`src/rtl/div_share_sched.sv`:
```
// Round-robin scheduler sharing one 2-cycle-hold divider among NREQ requesters.
// Each issue carries a {valid,id,bz} tag down a pipeline matched to divider latency.
module div_share_sched #(
    parameter int NREQ    = 4,
    parameter int IDW     = 2,
    parameter int DIV_LAT = 7
) (
    input  logic                 clk,
    input  logic                 rst_n,
    input  logic [NREQ-1:0]      req,
    input  logic [NREQ*15-1:0]   req_a,
    input  logic [NREQ*15-1:0]   req_b,
    output logic [NREQ-1:0]      gnt,
    output logic [14:0]          div_a,
    output logic [14:0]          div_b,
    input  logic [31:0]          div_result,
    input  logic                 div_divbyzero,
    output logic                 rsp_valid,
    output logic [IDW-1:0]       rsp_id,
    output logic [31:0]          rsp_data,
    output logic                 rsp_dz,
    output logic                 busy
);

    typedef enum logic {SLOT, HOLD} state_t;

    typedef struct packed {
        logic           valid;
        logic [IDW-1:0] id;
        logic           bz;
    } tag_t;

    state_t         state, state_nxt;
    logic [IDW-1:0] rr_ptr;
    tag_t           tags [DIV_LAT];

    logic           found;
    logic [IDW-1:0] win;
    logic [IDW-1:0] cand;
    logic [14:0]    win_a;
    logic [14:0]    win_b;
    logic           issue;
    tag_t           push;

    // Search upward from the slot after the last winner, wrapping at NREQ.
    // NOTE: every variable gets a default before any conditional write, so no latch is inferred.
    always_comb begin
        found = 1'b0;
        win   = '0;
        cand  = '0;
        for (int k = 1; k <= NREQ; k++) begin
            cand = IDW'((int'(rr_ptr) + k) % NREQ);
            if (!found && req[cand]) begin
                found = 1'b1;
                win   = cand;
            end
        end
    end

    always_comb begin
        win_a = '0;
        win_b = '0;
        for (int i = 0; i < NREQ; i++) begin
            if (IDW'(i) == win) begin
                win_a = req_a[i*15 +: 15];
                win_b = req_b[i*15 +: 15];
            end
        end
    end

    // Grant is forced low while reset is held so no requester sees a phantom capture.
    always_comb begin
        state_nxt = state;
        issue     = 1'b0;
        gnt       = '0;
        push      = '0;
        case (state)
            SLOT: begin
                if (found) begin
                    issue     = 1'b1;
                    gnt[win]  = rst_n;
                    push      = '{valid: 1'b1, id: win, bz: (win_b == '0)};
                    state_nxt = HOLD;
                end
            end
            HOLD: state_nxt = SLOT;
        endcase
    end

    always_comb begin
        busy = (state == HOLD);
        for (int i = 0; i < DIV_LAT; i++) begin
            busy = busy | tags[i].valid;
        end
    end

    // NOTE: sequential state uses non-blocking assignments so every flop samples pre-edge values.
    always_ff @(posedge clk or negedge rst_n) begin
        if (!rst_n) begin
            state     <= SLOT;
            rr_ptr    <= IDW'(NREQ - 1);
            div_a     <= '0;
            div_b     <= '0;
            rsp_valid <= 1'b0;
            rsp_id    <= '0;
            rsp_data  <= '0;
            rsp_dz    <= 1'b0;
            // NOTE: the tag array is reset because reset must discard every in-flight issue.
            for (int i = 0; i < DIV_LAT; i++) begin
                tags[i] <= '0;
            end
        end else begin
            state <= state_nxt;
            if (issue) begin
                div_a  <= win_a;
                div_b  <= win_b;
                rr_ptr <= win;
            end
            tags[0] <= push;
            for (int i = 1; i < DIV_LAT; i++) begin
                tags[i] <= tags[i-1];
            end
            rsp_valid <= tags[DIV_LAT-1].valid;
            if (tags[DIV_LAT-1].valid) begin
                rsp_id   <= tags[DIV_LAT-1].id;
                rsp_data <= div_result;
                rsp_dz   <= tags[DIV_LAT-1].bz | div_divbyzero;
            end
        end
    end

endmodule

```
`config.mk`:
```
export PLATFORM = sky130hd
export DESIGN_NAME = div_share_sched
export DESIGN_NICKNAME = d
export VERILOG_FILES = /design/src/rtl/div_share_sched.sv
export SDC_FILE = /design/constraint.sdc
export NUM_CORES = 1
export LEC_CHECK = 0
export ABC_AREA = 1
export CORE_ASPECT_RATIO = 1.75
export CORE_MARGIN = 10
export CORE_UTILIZATION = 43
export DETAILED_ROUTE_END_ITERATION = 7
export PLACE_DENSITY = 0.92
export SYNTH_ARGS = -nofsm -noshare
export SYNTH_HDL_FRONTEND = slang
export SYNTH_SLANG_ARGS = --single-unit
```
`constraint.sdc`:
```
create_clock -name clk -period 5.92 [get_ports clk]
set_input_delay 0.888 -clock clk [delete_from_list [all_inputs] [get_ports clk]]
set_output_delay 0.888 -clock clk [all_outputs]
set_load 0.05 [all_outputs]
```
# Yosys cells after proc, flatten, opt, wreduce, memory -nomap -nowiden
# Cells that the tools add are included.
[totals]
regBits = 97
out_inout_bits = 71
wordCells = 94
[classes]
add_sub_neg = 4
n_lt_le_gt_ge = 6
eq_ne = 3
muxes = 33
bitwise = 10
reduce_logical = 9
[ops]
columns = ["op", "n"]
rows = [
  ["two-way mux 15 bit", 8],
  ["two-way mux 4 bit", 4],
  ["zero test 15 bit", 1],
  ["less-than comparator 2 x 3 -> 1 bit (second input constant)", 5],
  ["two-way mux 1 bit", 11],
  ["binary-select mux 1 bit (select 2 bit)", 4],
  ["two-way mux 2 bit", 4],
  ["OR 1 bit", 8],
  ["adder 2 x 1 -> 2 bit (second input constant)", 2],
  ["adder 2 bit (second input constant)", 2],
  ["bitwise AND 4 bit", 1],
  ["equality test 2 bit (first input constant)", 2],
  ["logical AND 1 bit", 4],
  ["zero test 1 bit", 3],
  ["demux 1 bit (select 2 bit)", 1],
  ["equality test 1 x 2 -> 1 bit (first input constant)", 1],
  [">= comparator 2 x 1 -> 1 bit (second input constant)", 1],
  ["zero test 2 bit", 1],
  ["one-hot mux 1 bit (2 select lines)", 1],
  ["inverter 1 bit", 1],
]

# Depth between registers and ports, before layout
# Gate-level depths: netlist of the first run.
[depth]
word_depth = 21
ltp_mapped = 19
mapped_depth_nobuf = 18

# Least setup slack after synthesis of the first run
# OpenSTA, ideal clock, no wires.
[synth_timing]
path_type = "in2out"
from = "input req[3]"
to = "output gnt[2]"
arrival_ns = 3.091
t_required_ns = 5.032
setup_slack_ns = 1.941
stages = 12
cell_sequence = "nand2_1 nand2_1 nand2_1 nand2_1 nor2_4 nand3_2 nand3_4 nand2_4 buf_6 buf_6 buf_2 nor3_1"
[synth_via]
elab_chain_cells = 19
[synth_lines]
columns = ["item", "line_no", "source"]
rows = [
  ["start: declaration", "10", "input logic [NREQ-1:0] req,"],
  ["binary-select mux 1 bit (select 2 bit)", "53", "if (!found && req[cand]) begin"],
  ["two-way mux 1 bit (implied by the code)", "53", ""],
  ["two-way mux 1 bit", "53", ""],
  ["zero test 1 bit", "53", ""],
  ["logical AND 1 bit", "53", ""],
  ["two-way mux 1 bit", "53", ""],
  ["zero test 1 bit", "53", ""],
  ["logical AND 1 bit", "53", ""],
  ["[... 3 more ...]", "-", ""],
  ["two-way mux 2 bit", "53", ""],
  ["less-than comparator 2 x 3 -> 1 bit (implied by the code) / >= comparator 2 x 1 -> 1 bit (equally long branches)", "81", "gnt[win] = rst_n;"],
  ["logical AND 1 bit (implied by the code)", "81", ""],
  ["two-way mux 1 bit (implied by the code)", "81", ""],
  ["demux 1 bit (select 2 bit)", "81", ""],
  ["bitwise AND 4 bit (no line)", "-", ""],
  ["two-way mux 4 bit (*)", "79", "if (found) begin"],
  ["two-way mux 4 bit (*)", "77", "case (state)"],
  ["end: declaration", "13", "output logic [NREQ-1:0] gnt,"],
]
# Every way passes the cells marked *; elsewhere a longest branch is shown, timed or not. The select of a mux whose other input is x is not followed.

# Final worst setup path of the first run
[layout_timing]
from = "input req[1]"
to = "output gnt[3]"
# The elaborated chain is that of the path after synthesis.

==> results of run 1 <==
==> worst register-to-register path: stages, from the launching register on <==
cell	delay, ns
dfstp_2	0.61
inv_2	0.11
nand2_1	0.12
nand2_1	0.09
nand2_1	0.07
nand2_1	0.09
a21oi_1	0.16
nand2_1	0.12
nand2_4	0.42
inv_4	0.20
nor2_2	0.83
nand2_1	0.14
nand3_1	0.11
nor2_1	0.05
nand2_1	0.07
nor2_1	0.04
nand2_1	0.07
nor2_1	0.04
==> report_power, final <==
group | total [mW] | internal [mW] | switching, mW
Clock | 0.599 | 0.337 | 0.262
Sequential | 1.15 | 0.978 | 0.167
Combinational | 3.52 | 1.13 | 2.39
==> worst min path at each step <==
stage | end | startpoint | slack (ns) | cells after the start
finish | tags[12] | tags[16] | 0.35 | 0
global route | tags[18] | tags[22] | 0.35 | 0
CTS | tags[8] | tags[12] | 0.35 | 0
detailed placement | tags[22] | tags[26] | 0.34 | 0
global placement | tags[20] | tags[24] | 0.33 | 0
floorplan | tags[0] | tags[4] | 0.33 | 0
==> registers in the layout (all words and copies together), names as in the netlist <==
signal / flops
tags: 27
div_a: 15
rsp_id: 2
state: 1
rsp_dz: 1
rsp_data: 32
rsp_valid: 1
div_b: 15
rr_ptr: 2
==> logic make-up after synthesis <==
family          after synthesis
simple gates                243
flops                        96
compound gates               48
buf+inv                      48
mux                          34
==> layer usage <==
layer / global-route usage, % / vias to the layer above
li1: - / 2017
met1: 22.1 / 2085
met2: 38.9 / 236
met3: 6.47 / 36
met4: 7.55 / 0
met5: 0 / -
==> final cells by class <==
| class | count | area [sq um] |
|---|---|---|
| Clock buffer | 9 | 225 |
| Clock inverter | 7 | 86.3 |
| Fill cell | 781 | 3070 |
| Inverter | 23 | 88.8 |
| Multi-Input combinational cell | 325 | 1790 |
| Sequential cell | 96 | 2400 |
| Tap cell | 127 | 159 |
| Timing Repair Buffer | 233 | 2350 |
==> cell usage in the layout, fill, tap and decap left out, types with 6 or more instances in the layout <==
cell type and instances:
a21oi_1 17, a41oi_1 15, buf_4 6, clkbuf_16 9, clkdlybuf4s50_1 224, dfrtp_1 94, inv_1 17, mux2_2 34
nand2_1 95, nand2_2 6, nand3_1 64, nand4_1 6, nor2_1 56, o21ai_0 13
==> through the flow <==
step                total power, mW  util, %
floorplan                      3.66        -
global placement               4.54     66.7
detailed placement             4.68     66.7
CTS                            5.29     69.8
global route                   5.61     69.8
finish                         5.26     69.8
==> parameters.txt, run 1 <==
Parameter                              Value

Outcome
  Outcome ... completed

Global route
  Wire length of the first global-routing pass ... roughly 25,000 microns
  Antenna violations before repair ... 0
  Aggregate global routing overflow ... 0
  All-layer global routing usage ... a little over a fifth
  Number of global-route vias before repair ... between 4,000 and 5,000
  Maximum number of pins on one net before global-route repair ... 74

Routing
  Average routed wire per standard cell ... 19.9 microns
  First-pass iteration count of the detailed router ... 7
  Sum of routed wire length over all layers ... around 16,000 microns
  Initial DRC count ... roughly 150
  # DRC ... 0
  Count of antenna-violating nets left after detailed routing ... 0
  Detailed-route via count ... roughly 4,400
  Wl on met1 ... about 6000 microns
  Via density per instance ... between 5 and 6
  Amount of wire on met2 after detailed routing ... approximately 8700 microns
  Metal3 WL ... ~1200 microns
  Uppermost signal routing layer after detailed routing ... met4

Synth
  Unique masters post-synth ... 28
  FFs w/ async S/R, synth ... 100%
  Parity-gate share of the synthesized area counting xor and xnor cells ... 0%
  Synth Area in Compound Gates ... a little under 7%
  Share of the yosys chip area belonging to registers ... between 50% and 60%
  Simple-gate portion of the synthesized area ... roughly a quarter
  Portion of netlist area occupied by mux cells ... roughly 8.6%
  Number of enable flip-flop cells after synthesis ... 0
  Fraction of synthesized cell area taken by the top area cell type ... a little over half
  Synthesized Nets ... about 630
  Adder-cell area share of the yosys netlist ... 0%
  Largest family of logic cells by synthesized area ... simple AND/OR/NAND/NOR gates
  Post-synthesis instance area ... around 4400 sq um
  Flop and latch count out of synthesis ... 96
  Top cell type by total area after synthesis ... dfrtp_1
  Most numerous cell types in the synthesized netlist ... nand2_1, dfrtp_1, nand3_1
  Count of yosys warnings during synthesis ... 0
  Synth area leaders ... dfrtp_1, mux2_2, nand2_1
  Top-count cell post-synth ... nand2_1
  Post-Syn Instances ... roughly 470
  Top flip-flop cell by instance count after synthesis ... dfrtp_1
  Average cell area after synthesis ... ~9.4 sq um

Final layout
  Final std cells w/o fill ... 820
  Post-route standard cell area excluding fillers ... about 7100 sq um
  Growth of design area from synthesis to finish ... 60.3%
  Net count of the finished layout ... 847
  Antenna Cells ... 0
  Share of final-layout standard cells stronger than drive strength 1 ... a little under an eighth

CTS
  CTS resizes ... 0
  TritonCTS buffer count ... 9
  Count of H-tree levels built during CTS ... 3
  CTS Hold Buffers Added ... 0
  CTS root buffer ... clkbuf_16
  CTS sink count ... 96
  TritonCTS clock tree ... done
  Number of setup buffers added after CTS ... 0
  Insertion delay to the later sink of the worst-skew pair ... 0.34 ns
  Maximum number of buffers from clock root to sink ... 2
  Clk pin slew, worst setup/hold paths ... 0.06 ns

Power and ir drop
  Worst IR Drop VDD ... approximately 0.62 mV
  Pleak ... 3.04 nW
  Power per unit of standard cell area ... 741 nW/um^2

Critical path
  Number of buffer and inverter stages on the critical path ... 4
  Largest fanout on the critical path ... 49
  Start point of the critical path ... req[1]
  Signal arrival time at the worst endpoint ... approximately 3.7 ns
  Cell Chain, Critical Path ... clkdlybuf4s50_1, inv_1, nand2_1, nand2_1, o21ai_1, nand3_2, nand3_4, nand2_4, nor2_4, inv_2, nor2_1, buf_4
  Critical setup path kind ... in -> out
  CP dominant cell by count ... nand2_1
  Reg2Reg Depth ... 17
  Launching element type of the critical path ... primary input
  Largest stage delay, worst path ... roughly 0.56 ns
  Critical register-to-register path startpoint ... rr_ptr[0]
  Stages on the worst setup path ... 12
  Internal reg-to-reg setup slack ... 2.47 ns
  Sort of element at the end of the critical path ... output port
  Master of the slowest instance on the critical path ... nor2_4
  Endpoint of the most critical register-to-register path ... tags[24]
  Timing endpoint of the critical path ... gnt[3]
  Required arrival time at the worst endpoint ... 5.03 ns
  Kind of cell adding the most delay to the critical path ... simple AND/OR/NAND/NOR gates

STA
  Pins over their slew limit ... 0
  Hold Fails Final Rpt ... 0
  Tightest hold margin ... around 0.35 ns
  Post-route clock skew ... 0.00792 ns
  Time the worst path needs with I/O delays and setup ... ~4.6 ns
  Total of endpoints with negative setup slack in the final report ... 0
  Worst Max-Slew Pin Slew ... 1.01 ns
  Setup Total Neg Slack ... 0 ns
  Max Clk Rate ... 217 MHz
  Share of the cycle needed by the critical path after routing ... between 70% and 80%
  Worst slew margin relative to its limit ... between 30 and 40%
  Fin worst setup slack ... 1.32 ns
  Setup repair after global routing missed its margin ... no

Die
  Core Rows ... between 40 and 50
  Die area ... approximately 15,000 sq um
  Die span in y ... about 150 microns
  Total I/O pin count ... 230
  Overall die width ... 96.7 microns
  Core Region ... 10,200 sq um
  Effective utilization at floorplan ... 43.5%

Place
  Placed Cells incl. Taps ... approximately 800
  Gp weighted congestion ... a little over 0.9
  Cell Area, Placed ... 6790 sq um
  Setup Slack @ Placement ... 1.40 ns
  Port Buf Inserts ... approximately 230
  Hpwl dp ... between 10,000 and 15,000 microns

Hold path
  Worst min-delay path category ... reg -> reg

Job
  Max-capacitance violation count ... 0
(Power assumes the default switching activity.)
==> run 2, diff against run 1 <==
--- a/config.mk
+++ b/config.mk
@@ -8,9 +8,9 @@
 export ABC_AREA = 1
 export CORE_ASPECT_RATIO = 1.75
 export CORE_MARGIN = 10
-export CORE_UTILIZATION = 43
+export CORE_UTILIZATION = 36
 export DETAILED_ROUTE_END_ITERATION = 7
-export PLACE_DENSITY = 0.92
+export PLACE_DENSITY = 0.83
 export SYNTH_ARGS = -nofsm -noshare
 export SYNTH_HDL_FRONTEND = slang
 export SYNTH_SLANG_ARGS = --single-unit
==> constraint.sdc (replaced) <==
create_clock -name clk -period 3.8 [get_ports clk]
set_input_delay 0.57 -clock clk [delete_from_list [all_inputs] [get_ports clk]]
set_output_delay 0.57 -clock clk [all_outputs]
set_load 0.05 [all_outputs]
==> run 2 against run 1 <==
Against the previous run:
- setup slack got worse by 0.88 ns
- largest cell class unchanged
- non-clock buffer count increased by 6
- critical endpoint is now gnt[1]
- register-to-register slack lost 1.7 ns
- clock skew increased by 0.0011 ns
- cell count rose by 5.4%
==> parameters.txt, run 2 (same netlist as run 1, synthesis figures left out) <==
Parameter                              Value

Outcome
  Outcome ... completed

Global route
  Aggregate global routing overflow ... 0
  Maximum number of pins on one net before global-route repair ... 67
  All-layer global routing usage ... 18.5%
  Wire length of the first global-routing pass ... around 26,000 microns
  Met3 usage ... ~6.7%
  Antenna violations before repair ... 0
  Number of global-route vias before repair ... between 4,000 and 5,000
  Global-route track usage on met1 ... about 19%
  Met2 usage ... 32.5%
  Layer with the highest usage after global routing ... met2

Final layout
  Share of final-layout standard cells stronger than drive strength 1 ... roughly 13%
  Post-route standard cell area excluding fillers ... just over 7000 sq um
  Commonest cells after routing, fill and taps aside ... clkdlybuf4s50_1, nand2_1, dfrtp_1, nand3_1, nor2_1
  Net count of the finished layout ... between 800 and 900
  Final-layout fill cell count ... 1,040
  Final std cells w/o fill ... 864
  Area of combinational cells with multiple inputs ... ~1800 sq um
  Growth of design area from synthesis to finish ... 62.8%
  Most common cell after layout, fill and taps aside ... clkdlybuf4s50_1
  Number of flip-flops under the largest register name ... 32
  Regs by FF count ... rsp_data: 32 flops, tags: 27 flops
  Area used by sequential logic in the layout ... 2400 sq um
  Top reg by flops ... rsp_data
  Antenna Cells ... 0

Routing
  # DRC ... 0
  Average routed wire per standard cell ... between 15 and 20 microns
  Sum of routed wire length over all layers ... 16,200 microns
  First-pass iteration count of the detailed router ... 4
  Count of antenna-violating nets left after detailed routing ... 0
  Via density per instance ... 5.02
  Detailed-route via count ... 4,334
  Initial DRC count ... approximately 160

Critical path
  Largest stage delay, worst path ... 0.51 ns
  Critical register-to-register path startpoint ... rr_ptr[0]
  Internal reg-to-reg setup slack ... about 0.80 ns
  Endpoint of the most critical register-to-register path ... div_a[8]
  Required arrival time at the worst endpoint ... ~3.2 ns
  Master of the slowest instance on the critical path ... clkdlybuf4s50_1
  Signal arrival time at the worst endpoint ... around 2.8 ns
  Reg2Reg Depth ... 13
  Critical setup path kind ... in -> out
  Largest fanout on the critical path ... 25
  Sort of element at the end of the critical path ... output port
  Launching element type of the critical path ... primary input
  CP dominant cell by count ... nand2_1
  Cell Chain, Critical Path ... clkdlybuf4s50_1, inv_1, nand2_1, nand2_1, o21ai_1, nand4_2, nand2_4, inv_2, nor3_1, buf_12

STA
  Total of endpoints with negative setup slack in the final report ... 0
  Hold Fails Final Rpt ... 0
  Tightest hold margin ... ~0.16 ns
  Max Clk Rate ... 297 MHz
  Pins over their slew limit ... 0
  Post-route clock skew ... between 0.008 and 0.009 ns
  Time the worst path needs with I/O delays and setup ... about 3.4 ns
  Setup repair after global routing missed its margin ... no
  Setup Total Neg Slack ... 0 ns
  Worst Max-Slew Pin Slew ... between 0.8 and 0.9 ns
  Worst slew margin relative to its limit ... 45.0%
  Share of the cycle needed by the critical path after routing ... between 80% and 90%

CTS
  CTS resizes ... 0
  Number of setup buffers added after CTS ... 0
  CTS Hold Buffers Added ... 0
  CTS sink count ... between 90 and 100
  Count of H-tree levels built during CTS ... 3
  TritonCTS clock tree ... done
  Clk pin slew, worst setup/hold paths ... 0.07 ns
  Maximum number of buffers from clock root to sink ... 2
  TritonCTS buffer count ... 9
  Insertion delay to the later sink of the worst-skew pair ... 0.34 ns
  CTS root buffer ... clkbuf_16

Place
  Cell Area, Placed ... 6900 sq um
  Hpwl dp ... ~13,000 microns
  Gp weighted congestion ... roughly 0.87
  Placed Cells incl. Taps ... between 800 and 900
  Port Buf Inserts ... about 230

Job
  Max-capacitance violation count ... 0

Die
  Total I/O pin count ... 230
  Effective utilization at floorplan ... between 30% and 40%
  Overall die width ... slightly above 100 microns
  Core Rows ... 53
  Core Region ... around 12,000 sq um
  Die area ... approximately 17,000 sq um
  Die span in y ... 167 microns

Hold path
  Worst min-delay path category ... in -> async
run 2: metal layers:
layer	up-vias	routed length (microns)
met3	32	1330
met4	0	510
met2	228	8160
li1	2039	-
met1	2035	6150
met5	-	0
run 2: stage by stage:
stage               setup slack, ns  utilization [%]
floorplan                     0.398                -
global placement              0.597             57.2
detailed placement            0.391             57.2
CTS                           0.461             59.8
global route                  0.304             59.8
finish                        0.437             59.8
run 2: worst max-delay path by stage:
stage	from	endpoint	slack [ns]	cells past startpoint
floorplan	rr_ptr[0]	gnt[2]	0.40	13
global placement	req[0]	gnt[1]	0.60	10
detailed placement	req[0]	div_a[6]	0.39	14
CTS	req[0]	gnt[0]	0.46	10
global route	rr_ptr[0]	gnt[1]	0.30	11
finish	req[0]	gnt[1]	0.44	10
run 2: layout make-up:
class	instances	share of cell area (%)
multi-input combinational	325	24.8
sequential	96	33.3
clock inverter	7	1.28
inverter	23	1.23
clock buffer	9	3.12
timing repair buffer	239	33.3
tap	165	2.86
run 2: critical path: cells and delay by family:
family | cells | cell delay, ns
AOI/OAI and AO/OA | 1 | 0.28
buffers and inverters | 4 | 0.91
and+or+nand+nor | 5 | 1.02
Power of run 2 is not shown: default switching activity piles up to over one toggle a cycle in this logic, so the estimate is an artifact.
==> RTL edit, RTL diff (settings of run 2) <==
Set the parameter `NREQ` to 3 (it was 4).
--- a/src/rtl/div_share_sched.sv
+++ b/src/rtl/div_share_sched.sv
@@ -3,3 +3,3 @@
 module div_share_sched #(
-    parameter int NREQ    = 4,
+    parameter int NREQ    = 3,
     parameter int IDW     = 2,
Ports: changed (resized gnt, req, req_a and req_b); port bits go from 230 to 198. The function was not compared with the original's and may differ.
==> RTL edit against run 2 <==
Final area is 9.4% lower; sequential cell count stayed put; worst hold slack worse by 27 ps; area after synthesis is 7.7% lower; maximum frequency is 0.58% higher; wire length is 18% lower; worst setup slack better by 19 ps; highest routed layer unchanged; critical endpoint is now gnt[0]; critical path type is now register to output pin.
Power is left out: the tool's default activity adds up to more than one toggle a clock period on the data nets, which glitch-free logic cannot reach.
==> RTL edit: results (changes against run 2) <==
Status
  • Status: finished clean

Cells and area
  • Share of cells above drive strength 1: 11.6% (-1.2 points)
  • Fill cells: 947 (-8.9%)
  • Antenna Cells: 0 (unchanged)
  • Final Net Count: 731 (-14%)

Detailed routing
  • DR pass1 iterations: 5 (+1)
  • Vias after detailed routing: 3710 (-14%)
  • Wire per inst: 18.0 µm (-3.6%)
  • Initial drt markers: 145 (-10%)

Synth
  • Number of distinct library cells after synthesis: 27 (-3.6%)
  • Synth top cells by count: dfrtp_1 (95), nand2_1 (94), nand3_1 (35)
  • Combinational family with the most area after synthesis: simple AND/OR/NAND/NOR gates
  • Share of synthesized area spent on multiplexers: 9.36% (+0.72 points)
  • Sequential share of the synthesized area: 58.7% (+4.5 points)
  • Mapped Nets: 536 (-15%)
  • Top post-synthesis cells by area: dfrtp_1 (58%), mux2_2 (9.4%), nand2_1 (8.6%), nand3_1 (4.3%), a21oi_1 (3.2%)
  • Post-Synth Adder-Cell Area: 0.917% (+0.92 points)
  • Synth Area in Compound Gates: 8.78% (+2.0 points)

Global routing
  • Overall global routing resource usage: 15.9% (-2.6 points)
  • Global-route wire length before repair: 20.7 mm (-19%)
  • Largest net degree at the start of global routing: 72 (+7.5%)
  • Vias in the first global route: 3985 (-18%)

Clock tree
  • Post-CTS sizing: 0 (unchanged)
  • Cts bufs inserted: 9 (unchanged)

Placed design
  • RD Place Congestion: 0.840 (-3.3%)
  • Final HPWL DP: 10.6 mm (-17%)

Setup path
  • Max incr delay on CP: 540 ps (+30 ps)
  • Critical path arrival: 2770 ps (-20 ps)
  • Highest-delay cell along the critical path: dfstp_2
  • CP max FO: 13 (-48%)

STA
  • Clk_skew: 6.82 ps (-2.16 ps)
  • Rel. slew slack: 41.5% (-3.5 points)
[RTL edit: cell type report]
cell class	count	share of cell area, %
Multi-Input combinational cell	270	23.1
Inverter	19	1.09
Clock inverter	6	1.45
Clock buffer	10	3.65
Tap cell	132	2.53
Timing Repair Buffer	204	31.4
Sequential cell	96	36.8
[RTL edit: cell families (layout without fill, tap and decap cells)]
family,after synthesis,count (layout)
buffers and inverters,39,239
flip-flops,96,96
AO/OA/AOI/OAI,62,62
AND/OR/NAND/NOR,171,171
multiplexers,34,34
adder cells (fa/ha/maj),3,3
[RTL edit: through the flow]
step / cell area (µm²) / worst slack [ps] / instances / hold slack [ps] / utilization [%]
2_1_floorplan: 4090 / 885 / 405 / 274 / -
3_3_place_gp: 6200 / 788 / 721 / 332 / 55.9
3_5_place_dp: 6200 / 688 / 721 / 336 / 55.9
4_1_cts: 6540 / 499 / 737 / 127 / 58.9
5_1_grt: 6540 / 201 / 737 / 144 / 58.9
6_report: 6540 / 457 / 737 / 131 / 58.9
[RTL edit: routing by layer]
layer  GRT usage [%]  up-vias  share of wire, %
met1            16.7     1750                37
met4            5.48        0               1.9
met5               0        -                 0
li1                -     1743                 -
met3            6.54       21                10
met2            27.6      196                51
[RTL edit: final timing paths]
kind / to / slack (ps) / cells past startpoint / from
setup / recovery: gnt[0] / 460 / 13 / rr_ptr[1]
hold / removal: rsp_valid / 130 / 1 / rst_n
setup reg to reg: tags[24] / 980 / 15 / rr_ptr[1]
hold reg to reg: tags[0] / 350 / 0 / tags[4]
max in group asynchronous: tags[14] / 2460 / 2 / rst_n
min in group clk: tags[0] / 350 / 0 / tags[4]
[RTL edit: worst reg2reg max path, cell delays in order, from the launching register on]
cell and delay, ps:
dfstp_2 540, ha_1 260, inv_2 140, nand2_1 90, nand2_1 80, nand2_1 70
nand2_1 100, nand2_1 70, nand2_1 360, nand2_1 150, buf_4 260, nand2_1 100
nand3_1 180, nor2_1 150, nand3_1 90, nor2_1 80
